## src/rtl/dispense_pkg.sv

```systemverilog
// Shared types and defaults for the candy-dispense arbiter.
// Holds the FSM state encoding and default pulse/gap lengths.
package dispense_pkg;

    typedef enum logic [1:0] {
        IDLE,
        PULSE,
        GAP
    } disp_state_t;

    localparam int DEF_PULSE_CYCLES = 8;
    localparam int DEF_GAP_CYCLES   = 4;

endpackage

```

## src/rtl/rr_pick.sv

```systemverilog
// Combinational round-robin selector: first set req bit at or above ptr,
// wrapping around; returns one-hot select, its index and any_req.
module rr_pick #(
    parameter int NUM_REQ = 4,
    parameter int IDX_W   = 2
) (
    input  logic [NUM_REQ-1:0] req,
    input  logic [IDX_W-1:0]   ptr,
    output logic [NUM_REQ-1:0] sel,
    output logic [IDX_W-1:0]   idx,
    output logic               any_req
);

    logic             hit;
    logic [IDX_W-1:0] k;

    always_comb begin
        sel = '0;
        idx = '0;
        hit = 1'b0;
        k   = '0;
        for (int i = 0; i < NUM_REQ; i++) begin
            k = IDX_W'((int'(ptr) + i) % NUM_REQ);
            if (!hit && req[k]) begin
                hit    = 1'b1;
                sel[k] = 1'b1;
                idx    = k;
            end
        end
    end

    assign any_req = |req;

endmodule

```

## src/rtl/dispense_arbiter.sv

```systemverilog
// Round-robin motor arbiter for NUM_REQ vending front-ends.
// Stock tracking, empty, nak and refill exist only with STOCK_TRACK_EN.
module dispense_arbiter
    import dispense_pkg::*;
#(
    parameter int NUM_REQ      = 4,
    parameter int PULSE_CYCLES = DEF_PULSE_CYCLES,
    parameter int GAP_CYCLES   = DEF_GAP_CYCLES,
    parameter int STOCK_W      = 8,
    parameter int STOCK_INIT   = 50
) (
    input  logic               clk,
    input  logic               rst,
    input  logic [NUM_REQ-1:0] req,
    input  logic               refill,
    input  logic [STOCK_W-1:0] refill_qty,
    output logic [NUM_REQ-1:0] grant,
    output logic [NUM_REQ-1:0] done,
    output logic [NUM_REQ-1:0] nak,
    output logic               motor_on,
    output logic [STOCK_W-1:0] stock,
    output logic               empty,
    output logic               busy
);

    localparam int IDX_W = $clog2(NUM_REQ);
    localparam int CMAX  = (PULSE_CYCLES > GAP_CYCLES) ? PULSE_CYCLES : GAP_CYCLES;
    localparam int CNT_W = $clog2(CMAX + 1);

    localparam logic [CNT_W-1:0] PULSE_LOAD = CNT_W'(PULSE_CYCLES - 1);
    localparam logic [CNT_W-1:0] GAP_LOAD   = CNT_W'(GAP_CYCLES - 1);

    disp_state_t        state_q, state_d;
    logic [CNT_W-1:0]   cnt_q, cnt_d;
    logic [IDX_W-1:0]   rr_ptr, owner_q;
    logic [NUM_REQ-1:0] grant_d, done_d, nak_d;
    logic [NUM_REQ-1:0] pick_sel;
    logic [IDX_W-1:0]   pick_idx;
    logic               any_req, can_grant, take, dec;

    rr_pick #(
        .NUM_REQ (NUM_REQ),
        .IDX_W   (IDX_W)
    ) u_pick (
        .req     (req),
        .ptr     (rr_ptr),
        .sel     (pick_sel),
        .idx     (pick_idx),
        .any_req (any_req)
    );

    always_comb begin
        state_d = state_q;
        cnt_d   = cnt_q;
        grant_d = '0;
        done_d  = '0;
        nak_d   = '0;
        take    = 1'b0;
        dec     = 1'b0;
        unique case (state_q)
            IDLE: begin
                if (any_req) begin
                    if (can_grant) begin
                        state_d = PULSE;
                        cnt_d   = PULSE_LOAD;
                        grant_d = pick_sel;
                        take    = 1'b1;
                    end else begin
                        nak_d = req;
                    end
                end
            end
            PULSE: begin
                if (cnt_q == '0) begin
                    state_d = GAP;
                    cnt_d   = GAP_LOAD;
                    done_d  = NUM_REQ'(1) << owner_q;
                    dec     = 1'b1;
                end else begin
                    cnt_d = cnt_q - 1'b1;
                end
            end
            GAP: begin
                if (cnt_q == '0) state_d = IDLE;
                else             cnt_d   = cnt_q - 1'b1;
            end
            default: state_d = IDLE;
        endcase
    end

    always_ff @(posedge clk or posedge rst) begin
        if (rst) begin
            state_q <= IDLE;
            cnt_q   <= '0;
            rr_ptr  <= '0;
            owner_q <= '0;
            grant   <= '0;
            done    <= '0;
        end else begin
            state_q <= state_d;
            cnt_q   <= cnt_d;
            grant   <= grant_d;
            done    <= done_d;
            if (take) begin
                owner_q <= pick_idx;
                rr_ptr  <= (int'(pick_idx) == NUM_REQ - 1) ? '0 : pick_idx + 1'b1;
            end
        end
    end

    assign motor_on = (state_q == PULSE);
    assign busy     = (state_q != IDLE);

`ifdef STOCK_TRACK_EN
    logic [STOCK_W-1:0] stock_q;
    logic [STOCK_W:0]   sum;

    // Refill and decrement may coincide; widen by one bit to catch overflow.
    always_comb begin
        sum = {1'b0, stock_q}
            + (refill ? {1'b0, refill_qty} : '0)
            - (STOCK_W + 1)'(dec);
    end

    always_ff @(posedge clk or posedge rst) begin
        if (rst) begin
            stock_q <= STOCK_W'(STOCK_INIT);
            nak     <= '0;
        end else begin
            stock_q <= sum[STOCK_W] ? '1 : sum[STOCK_W-1:0];
            nak     <= nak_d;
        end
    end

    assign can_grant = (stock_q != '0);
    assign stock     = stock_q;
    assign empty     = (stock_q == '0);
`else
    logic unused_stock;

    assign unused_stock = ^{refill, refill_qty, nak_d, dec};
    assign can_grant    = 1'b1;
    assign stock        = STOCK_W'(STOCK_INIT);
    assign empty        = 1'b0;
    assign nak          = '0;
`endif

endmodule
```

## config.mk

```make
export PLATFORM = sky130hd
export DESIGN_NAME = dispense_arbiter
export DESIGN_NICKNAME = d
export VERILOG_FILES = /design/src/rtl/dispense_pkg.sv /design/src/rtl/rr_pick.sv /design/src/rtl/dispense_arbiter.sv
export SDC_FILE = /design/constraint.sdc
export NUM_CORES = 1
export LEC_CHECK = 0
export BUFFER_PORTS_ARGS = -buffer_cell sky130_fd_sc_hd__buf_4
export CORE_UTILIZATION = 59
export CTS_BUF_LIST = sky130_fd_sc_hd__clkbuf_8
export DETAILED_ROUTE_END_ITERATION = 16
export PLACE_DENSITY = 0.87
export REMOVE_ABC_BUFFERS = 1
export SETUP_SLACK_MARGIN = 0.05
export SYNTH_ARGS = -nofsm -noshare
export SYNTH_HDL_FRONTEND = slang
export SYNTH_SLANG_ARGS = --single-unit
export TNS_END_PERCENT = 5
```

## constraint.sdc

```tcl
create_clock -name clk -period 6.5 [get_ports clk]
set_input_delay 0.975 -clock clk [delete_from_list [all_inputs] [get_ports clk]]
set_output_delay 0.975 -clock clk [all_outputs]
set_load 0.005 [all_outputs]
```

== Word level (Yosys, flattened, before mapping) ==
Cells that the tools add are included.
Word-level totals
  output and inout port bits: 23
  word-level logic and storage cells: 89
  register bits: 18
  input port bits: 15
Cells by class
  muxes and demuxes: 42
  shift operators: 1
  bitwise operators: 3
  reduce and logical (&&, ||, !) cells: 17
  order comparisons: 8
  equal/unequal tests: 7
  add/subtract/negate cells: 5
Operators with widths (number)
  $mux 4: 11
  $mux 2: 8
  $mux 1: 13
  $lt 2x3->1 const B: 4
  $or 4x4->4: 3
  $pmux 4 s3: 1
  $bmux 1 s2: 4
  $demux 1 s2: 4
  $ge 2x1->1 const B: 4
  $logic_and 1x1->1: 7
  $ne 2x2->1 const B: 3
  $pmux 2 s3: 1
  $reduce_and 3->1: 2
  $add 2x1->2 const B: 2
  $add 2x2->2 const B: 2
  $eq 2x1->1 const B: 2
  $logic_not 4->1: 1
  $reduce_or 4->1: 1
  $shl 1x2->4 const A: 1
  $sub 4x1->4 const B: 1
  $logic_not 1->1: 3
  $reduce_bool 3->1: 1
  $eq 2x2->1 const B: 1
  $logic_not 2->1: 1
  2 further kinds: 2

== Logic depth before layout (Yosys ltp) ==
  word-level depth: 14
  depth in mapped cells: 9
  mapped depth without buffers: 7

== Modules after synthesis ==
A second synthesis with hierarchy kept.
Unflattened totals
  cells, all modules: 139
  area, all modules: 1401.3 um2
By module, submodules not included
  dispense_arbiter: seq. area each 450.4 um2, cells an instance 90, times used 1, area each 989.7 um2
  rr_pick: seq. area each 0.0 um2, cells an instance 49, times used 1, area each 411.6 um2

== Least setup slack after synthesis ==
No wires, ideal clock.
  path type: register to register
  start point: register (tool-made name)
  end point: register (tool-made name)
  data required time: 6375 ps
  arrival time: 2274 ps
  period minus slack after synthesis: 2400 ps
  setup time: 125 ps
  path buffers: 2
  setup slack: 4100 ps
  cell stages (with the launch flop): 10
  cell sequence: dfrtp_1 > buf_4 > clkinv_1 > ha_1 > buf_6 > or3b_1 > a2111o_1 > nand3_1 > a211oi_2 > xnor2_1

==> impl_metrics.tcl <==
set metrics [dict create \
    rsz0062_at_grt "no" \
    post_route_cells_drive_above_1_share_pct 17.16 \
    placed_cell_area_sq_um 1503 \
    cts.path.max_buffers 2 \
    hpwl_mm 2.014 \
    holdPathEnd "done[2]" \
    grt_max_degree 19 \
    n_fill_cell 185 \
    synth_ff_type "dfrtp_1" \
    synth_top_cell_by_area "dfrtp_1" \
    cts_made_buffers 3 \
    setup_tns_ps 0 \
    setup-violations-final 0 \
    cp-start-kind "register" \
    wl_per_cell_microns 13.78 \
    syn_inst 160 \
    port_buffers 15 \
    top_level_ports 38 \
    yosysSeqAreaShare_pct 30.87 \
    yosys-top-cells-area "dfrtp_1, ha_1, buf_4, o21ai_0, nand2_1" \
    swShare_pct 45.83 \
    clk_latency_ps 250 \
    p_int_uw 383.4 \
    avgSynthCellArea_sq_um 9.118 \
    power_switching_uw 324.4 \
    dieArea_sq_um 2675 \
    syn2layout_area_growth_pct 5.832 \
    grt_pass1_vias 955 \
    drv_cap 0 \
    final_cell_area_sq_um 1544 \
    grt_overflow 0 \
    die_w_microns 51.73 \
    num_rows 17 \
    finalClockSkew_ps 1.540 \
    hold_buffers 0 \
    clkTransAtPathRegs_ps 60 \
    first_iter_violations 21 \
    crit_arrival_ps 3000 \
    synthArstFlopShare_pct 100.0 \
    ys_ff_latch 18 \
    start_util_pct 64.10 \
    via_count 1158 \
    cts-root-buf "clkbuf_8" \
    grt_util_all_layers_pct 22.09 \
    status "complete, no violations" \
    reg2reg_slack_ps 3620 \
    post-route-min-period_ps 2878 \
    synth_area_sq_um 1459 \
    drc 0 \
    h-tree-depth 1 \
    r2r_cells 6 \
    synth_edf_count 0 \
    wl_mm 2.715 \
    fmax_mhz 347.4 \
    ant_nets 0 \
    grt_pass1_wl_mm 4.353 \
    crit_type "reg2reg" \
    combPwrFrac_pct 61.3 \
    diodes 0 \
    finalHoldViolCount 0 \
    fin_crit_sh_pct 44.28 \
    ys_types 46 \
    required_ps 6620 \
    cts_setup_buffers 0 \
    r2r_end "grant[0]" \
    cts.sinks 18 \
    maxSlewHeadroom_pct 55.64 \
    antenna_found_initial 0 \
    power.total_uw 707.8 \
    vdd_ir_drop_max_v 0.0003298 \
    die_h_microns 51.73 \
    hold_class "reg2reg" \
    post_cts_resized 0 \
    tightest_slew_ps 664.7 \
    drv_slew 0 \
    power.share.clock_pct 10.4 \
    layout_commonest_cell "dfrtp_1" \
    core_sq_um 2276 \
    gp_congestion 0.7911 \
    yosys.area.top_type_share_pct 30.87 \
    firstDrtPassIters 4 \
    hp-start "owner_q[0]" \
    multiInputGateArea_sq_um 874.6 \
    mostFrequentLayoutCells "dfrtp_1, o21ai_0, nand2_1, buf_4" \
    pwr-share-seq_pct 28.3 \
    fin_nets 199 \
    path_max_fanout 11 \
    endpoint_kind "register" \
    holdWs_ps 533.8 \
    p_leak_uw 0.0007264 \
    yosysWarnings 0 \
    seqCellArea_sq_um 450.4 \
    cellPowerDensity_nw_per_um2 458.4 \
    vias_per_cell 5.878 \
    hold_depth 1 \
    cts_tree "yes" \
]
==> final cells by class <==
cell class / count / share of cell area [%]
Timing Repair Buffer: 15 / 7.293
Clock buffer: 3 / 2.674
Multi-Input combinational cell: 125 / 56.65
Tap cell: 28 / 2.269
Inverter: 8 / 1.945
Sequential cell: 18 / 29.17
==> power groups by stage <==
stage,clock network [uW],registers (uW),logic [uW]
6_report,73.6,200,434
3_3_place_gp,0,197,402
2_1_floorplan,0,189,326
5_1_grt,80.3,207,487
4_1_cts,75.8,201,431
3_5_place_dp,0,202,426
==> cell usage after synthesis (2+ instances only) <==
| library cell | number |
|---|---|
| a21oi_1 | 9 |
| a221oi_1 | 4 |
| buf_2 | 2 |
| buf_4 | 16 |
| conb_1 | 2 |
| dfrtp_1 | 18 |
| ha_1 | 13 |
| inv_1 | 7 |
| mux2_2 | 4 |
| mux2i_1 | 3 |
| nand2_1 | 15 |
| nand2b_1 | 2 |
| nand3_1 | 2 |
| nand3b_1 | 3 |
| nor2_1 | 10 |
| nor3_1 | 2 |
| nor3b_1 | 4 |
| o21ai_0 | 16 |
==> flip-flops by register name, summed over array words and instances, names as in the netlist, named ones only <==
register and count:
grant 4, done 4, cnt_q 4, owner_q 2
rr_ptr 1, state_q 2
==> through the flow <==
| step | std cells | worst slack (ps) | utilization, % |
|---|---|---|---|
| floorplan | 151 | 4029 | - |
| global placement | 194 | 3757 | 66.03 |
| detailed placement | 194 | 3648 | 66.03 |
| CTS | 197 | 3632 | 67.84 |
| global route | 197 | 3431 | 67.84 |
| finish | 197 | 3622 | 67.84 |
==> worst max-delay path by stage <==
stage	startpoint	endpoint	slack, ps
after CTS	register	grant[1]	3630
after global placement	register	grant[3]	3760
after detailed placement	register	grant[1]	3650
after floorplan	register	grant[0]	4030
after global routing	register	grant[1]	3430
final	register	grant[0]	3620
==> critical path: stages (launching register included) <==
cell and delay, ps:
dfrtp_1 600, clkinv_1 380, ha_1 570, mux2_2 390
mux2_2 360, a221oi_1 320, o21ai_0 130
==> cells by family after synthesis <==
family                     Yosys count  share of synthesized area (%)
and+or+nand+nor                     49                          18.78
xor gates and xnor gates             2                          1.201
muxes                                8                          6.689
buffers and inverters               28                          12.01
DFF                                 18                          30.87
other                                2                         0.5148
AOI/OAI and AO/OA                   40                          18.78
adders and majority gates           13                          11.15
==> layer usage <==
metal / GRT usage (%) / vias to the layer above / wire, microns
met1: 27.27 / 550 / 1196
met4: 11.26 / 0 / 53
met5: 0 / - / 0
met3: 2.632 / 6 / 109
li1: - / 558 / -
met2: 37.66 / 44 / 1356
No activity file was read; power rests on OpenSTA's default activity.
